**src/rtl/serial_link_arbiter_pkg.sv**
```systemverilog
// Shared constants and state encoding for the serial link arbiter.
package serial_link_arbiter_pkg;

  localparam int unsigned LenWidth     = 4;
  localparam int unsigned HdrWidth     = 1 + LenWidth;  // ID bit plus length field
  localparam int unsigned PayloadWidth = 16;
  localparam int unsigned IdxWidth     = 2;             // indexes the LenWidth header bits

  typedef enum logic [2:0] {
    StIdle,
    StId,
    StLen,
    StData,
    StGap
  } state_e;

endpackage

```
**src/rtl/frame_shifter.sv**
```systemverilog
// Frame datapath: latches the accepted frame, walks the length field MSB first
// and shifts the payload out LSB first while counting remaining payload bits.
module frame_shifter
  import serial_link_arbiter_pkg::*;
(
  input  logic                    clk,
  input  logic                    rst,
  input  logic                    load,
  input  logic                    load_id,
  input  logic [LenWidth-1:0]     load_len,
  input  logic [PayloadWidth-1:0] load_data,
  input  logic                    step_len,
  input  logic                    step_data,
  output logic                    id,
  output logic                    len_bit,
  output logic                    data_bit,
  output logic                    idx_zero,
  output logic                    len_zero,
  output logic                    cnt_last,
  output logic [LenWidth-1:0]     cnt_out
);

  logic                    id_q;
  logic [LenWidth-1:0]     len_q;
  logic [PayloadWidth-1:0] data_q;
  logic [IdxWidth-1:0]     idx_q;
  logic [LenWidth-1:0]     cnt_q;

  // Latch on acceptance, then advance the header index or payload on each step.
  // The header index is primed at load so it already points at the length MSB in LEN.
  always_ff @(posedge clk) begin
    if (rst) begin
      id_q   <= 1'b0;
      len_q  <= '0;
      data_q <= '0;
      idx_q  <= '0;
      cnt_q  <= '0;
    end else if (load) begin
      id_q   <= load_id;
      len_q  <= load_len;
      data_q <= load_data;
      idx_q  <= IdxWidth'(LenWidth - 1);
      cnt_q  <= load_len;
    end else begin
      if (step_len) begin
        idx_q <= idx_q - 1'b1;
      end
      if (step_data) begin
        data_q <= data_q >> 1;
        cnt_q  <= cnt_q - 1'b1;
      end
    end
  end

  assign id       = id_q;
  assign len_bit  = len_q[idx_q];
  assign data_bit = data_q[0];
  assign idx_zero = (idx_q == '0);
  assign len_zero = (len_q == '0);
  assign cnt_last = (cnt_q == LenWidth'(1));
  assign cnt_out  = cnt_q;

endmodule

```
**src/rtl/serial_link_arbiter.sv**
```systemverilog
// Two-source round-robin arbiter that serialises one frame at a time:
// ID bit, 4-bit length MSB first, then the payload LSB first, then one gap step.
module serial_link_arbiter
  import serial_link_arbiter_pkg::*;
(
  input  logic                    clk,
  input  logic                    rst,
  input  logic                    tick,
  input  logic                    req0,
  input  logic                    req1,
  input  logic [LenWidth-1:0]     len0,
  input  logic [LenWidth-1:0]     len1,
  input  logic [PayloadWidth-1:0] data0,
  input  logic [PayloadWidth-1:0] data1,
  output logic                    grant0,
  output logic                    grant1,
  output logic                    serOut,
  output logic                    serOutValid,
  output logic                    busy,
  output logic [LenWidth-1:0]     cnt_out
);

  state_e state_q;
  logic   last_grant_q;
  logic   accept;
  logic   winner;
  logic   sh_id;
  logic   sh_len_bit;
  logic   sh_data_bit;
  logic   sh_idx_zero;
  logic   sh_len_zero;
  logic   sh_cnt_last;

  // Round-robin only matters under contention; a lone requester always wins.
  assign accept = tick && (state_q == StIdle) && (req0 || req1);
  assign winner = (req0 && req1) ? ~last_grant_q : req1;

  frame_shifter u_frame_shifter (
    .clk       (clk),
    .rst       (rst),
    .load      (accept),
    .load_id   (winner),
    .load_len  (winner ? len1 : len0),
    .load_data (winner ? data1 : data0),
    .step_len  (tick && (state_q == StLen)),
    .step_data (tick && (state_q == StData)),
    .id        (sh_id),
    .len_bit   (sh_len_bit),
    .data_bit  (sh_data_bit),
    .idx_zero  (sh_idx_zero),
    .len_zero  (sh_len_zero),
    .cnt_last  (sh_cnt_last),
    .cnt_out   (cnt_out)
  );

  // Frame sequencing FSM with registered grant, busy and valid outputs.
  always_ff @(posedge clk) begin
    if (rst) begin
      state_q      <= StIdle;
      last_grant_q <= 1'b1;
      grant0       <= 1'b0;
      grant1       <= 1'b0;
      busy         <= 1'b0;
      serOutValid  <= 1'b0;
    end else begin
      grant0 <= 1'b0;
      grant1 <= 1'b0;
      if (tick) begin
        unique case (state_q)
          StIdle: begin
            if (accept) begin
              state_q      <= StId;
              last_grant_q <= winner;
              grant0       <= ~winner;
              grant1       <= winner;
              busy         <= 1'b1;
              serOutValid  <= 1'b1;
            end
          end
          StId: state_q <= StLen;
          StLen: begin
            if (sh_idx_zero) begin
              if (sh_len_zero) begin
                state_q     <= StGap;
                serOutValid <= 1'b0;
              end else begin
                state_q <= StData;
              end
            end
          end
          StData: begin
            if (sh_cnt_last) begin
              state_q     <= StGap;
              serOutValid <= 1'b0;
            end
          end
          StGap: begin
            state_q <= StIdle;
            busy    <= 1'b0;
          end
          default: state_q <= StIdle;
        endcase
      end
    end
  end

  // Serial bit is a pure decode of registered state, forced low outside a frame.
  always_comb begin
    serOut = 1'b0;
    unique case (state_q)
      StId:    serOut = sh_id;
      StLen:   serOut = sh_len_bit;
      StData:  serOut = sh_data_bit;
      default: serOut = 1'b0;
    endcase
  end

endmodule

```
**config.mk**
```make
export PLATFORM = sky130hd
export DESIGN_NAME = serial_link_arbiter
export DESIGN_NICKNAME = d
export VERILOG_FILES = /design/src/rtl/serial_link_arbiter_pkg.sv /design/src/rtl/frame_shifter.sv /design/src/rtl/serial_link_arbiter.sv
export SDC_FILE = /design/constraint.sdc
export NUM_CORES = 1
export LEC_CHECK = 0
export BUFFER_PORTS_ARGS = -buffer_cell sky130_fd_sc_hd__buf_2
export CAP_MARGIN = 20
export CORE_ASPECT_RATIO = 1.2
export CORE_MARGIN = 2
export CORE_UTILIZATION = 52
export DETAILED_ROUTE_END_ITERATION = 8
export PLACE_DENSITY = 0.79
export SETUP_SLACK_MARGIN = 0.1
export SLEW_MARGIN = 15
export SYNTH_ARGS = -nofsm -noshare
export SYNTH_HDL_FRONTEND = slang
export SYNTH_HIERARCHICAL = 1
export SYNTH_SLANG_ARGS = --single-unit
```
**constraint.sdc**
```tcl
create_clock -name clk -period 2.9 [get_ports clk]
set_clock_uncertainty 0.2 [all_clocks]
set_input_delay 0.145 -clock clk [delete_from_list [all_inputs] [get_ports clk]]
set_output_delay 0.145 -clock clk [all_outputs]
set_load 0.05 [all_outputs]
```
==> qor.txt <==
final hold viol count = 0
row count = 24
# H-tree levels = 2
CTS resizes = 0
Int Pwr = 869 µW
Layout fillers = 280
diode count = 0
Clock Latency Late Sink = 0.28 ns
Worst Hold Class = primary input to flip-flop
power share of the combinational group = 0.274
sequential share of power = 0.447
WL final = 4.56 mm
crit path kind = flip-flop to flip-flop
status = finished clean
max-cap check violation count = 0
Vias = 1952
Leakage Power = 0.00119 µW
clk buf depth = 2
DR iter-0 viols = 102
Worst Tran Pin Value = 0.669 ns
Synth cell types = 36
vias in the first global route = 1915
maximum VDD drop = 0.328 mV
switching power = 396 µW
Post-route DRC = 0
Setup Viol. Count Final = 0
IO buf count = 53
largest net degree at the start of global routing = 38
Yosys top cell area share = 0.359
first-pass GRT wire length = 7.99 mm
Post-CTS Hold Buffers = 26
syn_nets = 307
Root Buffer = clkbuf_8
Vias/cell = 5.29
part of the cycle the worst path needs = 0.875
I/O pin count = 54
RD Place Congestion = 0.842
fin. max-slew vios = 0
register area = 701 µm²
f_max = 394 MHz
ratio of cells with drive above 1 in the final layout = 0.267
synthesis-to-layout area growth = 30.6%
first-pass iteration count of the detailed router = 4
die height = 71.1 µm
power density over the cells = 496 mW/mm²
Critical Path RT = 2.85 ns
post-synth top area cell = dfxtp_1
fin util = 0.708
Reg clk slew, reported paths = 0.07 ns
Post-Synthesis Cells = 259
startpoint class of the critical path = flip-flop
RSZ-0062 raised after global routing = false
register area share after synthesis = 0.359
total track usage = 0.243
Worst R2R Setup Slack = 0.36 ns
DIE WIDTH = 59.9 µm
die area = 0.00426 mm²
Synth Area per Inst = 7.54 µm²
grt total ovfl = 0
DR WL/cell = 12.4 µm
Yosys reg bits = 35
fin crit period = 2.54 ns
sw frac = 0.313
Worst slew margin = 0.554
# clock sinks = 35
synthesized area = 0.00195 mm²
Clock power frac = 0.279
crit-path max FO = 23
postcts setup bufs = 0
multi-input logic area = 0.00113 mm²
DPL Wire Length = 2.93 mm
final setup TNS = 0 ns
initial core utilization = 0.542
top cells by area, synth = dfxtp_1 (36%), nand2_1 (19%), mux2_2 (10%)
Routed Antenna Nets = 0
core area = 0.00360 mm²
Final Net Count = 378
Synthesis Warnings = 6
CP arrival = 2.49 ns
CTS Buf Count = 5
initial antenna violation count = 0
CTS tree = done
crit end category = flip-flop
[worst max-delay path, cell delays in order, from the launching register on]
cell           delay [ns]
dfxtp_1              0.35
a21bo_2              0.42
inv_1                0.44
nand2_1              0.17
nand2_1              0.06
dlygate4sd3_1        0.56
a21oi_1              0.15
nor2_1               0.05
[cells in the final DEF (no fill, tap or decap), drive strengths merged, types with 5 or more instances in the layout]
cell	instances
a21oi	24
buf	55
clkbuf	6
dfxtp	35
dlygate4sd3	26
inv	11
mux2	18
mux2i	5
nand2	100
nor2	11
[final cells by class]
class                   count  share of cell area
clock buffers               6              0.0324
flip-flops and latches     35               0.275
multi-input cells         196               0.444
well taps                  39              0.0191
inverters                  11              0.0162
clock inverters             1             0.00196
repair buffers             81               0.212
[cells in the mapped netlist]
| cell type | count |
|---|---|
| nand2_1 | 100 |
| dfxtp_1 | 35 |
| a21oi_1 | 24 |
| mux2_2 | 18 |
| nor2_1 | 11 |
| inv_1 | 10 |
| clkbuf_1 | 7 |
| buf_2 | 6 |
| mux2i_1 | 5 |
| ha_1 | 3 |
| nor2b_1 | 3 |
| nor3_1 | 3 |
| nor3b_1 | 3 |
| a221oi_2 | 2 |
| buf_1 | 2 |
| buf_4 | 2 |
| nor4_1 | 2 |
| o211ai_1 | 2 |
| o21ai_0 | 2 |
| xnor2_1 | 2 |
| xor2_1 | 2 |
| a2111oi_0 | 1 |
| a211oi_1 | 1 |
| a211oi_2 | 1 |
| a21bo_2 | 1 |
| and2b_1 | 1 |
| and3_1 | 1 |
| inv_2 | 1 |
| mux4_2 | 1 |
| nand2b_1 | 1 |
| nand3b_1 | 1 |
| nor4b_4 | 1 |
| o31ai_1 | 1 |
| o41ai_1 | 1 |
| or3_1 | 1 |
| or3b_4 | 1 |
[layer usage]
metal	vias up	GRT usage	part of all wire
met5	-	0	0
met4	0	0.111	0.018
met3	7	0.0548	0.054
met2	60	0.411	0.52
met1	891	0.286	0.40
li1	994	-	-
[cells by family after synthesis]
family | after synthesis | synth area share
xor+xnor | 4 | 0.0179
simple gates | 129 | 0.284
compound gates | 36 | 0.118
mux | 24 | 0.141
fa+ha+maj | 3 | 0.0192
buf+inv | 28 | 0.0615
flops | 35 | 0.359
[through the flow]
stage	hold WS (ns)	setup slack (ns)	instances	power (µW)	instance area, µm²
after floorplan	0.170	0.620	259	802	1950
after global placement	0.265	0.681	336	872	2200
after detailed placement	0.273	0.609	336	880	2200
after CTS	0.00176	0.386	369	1270	2550
after global routing	0.0148	0.178	369	1340	2550
final	0.000517	0.363	369	1270	2550
[flip-flops by register name, summed over array words and instances (netlist names)]
name,count
u_frame_shifter/data_q,16
u_frame_shifter/cnt_out,4
u_frame_shifter/len_q,4
state_q,3
u_frame_shifter/idx_q,2
busy,1
grant0,1
grant1,1
last_grant_q,1
serOutValid,1
u_frame_shifter/id,1
[power by group through the flow]
stage / Combinational [µW] / Sequential [µW] / Clock [µW]
2_1_floorplan: 204 / 598 / 0
3_3_place_gp: 298 / 573 / 0
3_5_place_dp: 305 / 575 / 0
4_1_cts: 344 / 565 / 359
5_1_grt: 387 / 571 / 379
6_report: 347 / 565 / 353
[final timing paths]
| kind | to | from | cells past startpoint |
|---|---|---|---|
| max | u_frame_shifter/data_q[15]$_SDFFE_PP0P_ | last_grant_q$_SDFFE_PP1P_ | 7 |
| min | u_frame_shifter/data_q[0]$_SDFFE_PP0P_ | data1[0] | 5 |
| max reg2reg | u_frame_shifter/data_q[15]$_SDFFE_PP0P_ | last_grant_q$_SDFFE_PP1P_ | 7 |
| min reg2reg | u_frame_shifter/len_q[0]$_SDFFE_PP0P_ | u_frame_shifter/len_q[0]$_SDFFE_PP0P_ | 2 |
Power figures use the tool's default switching activity.
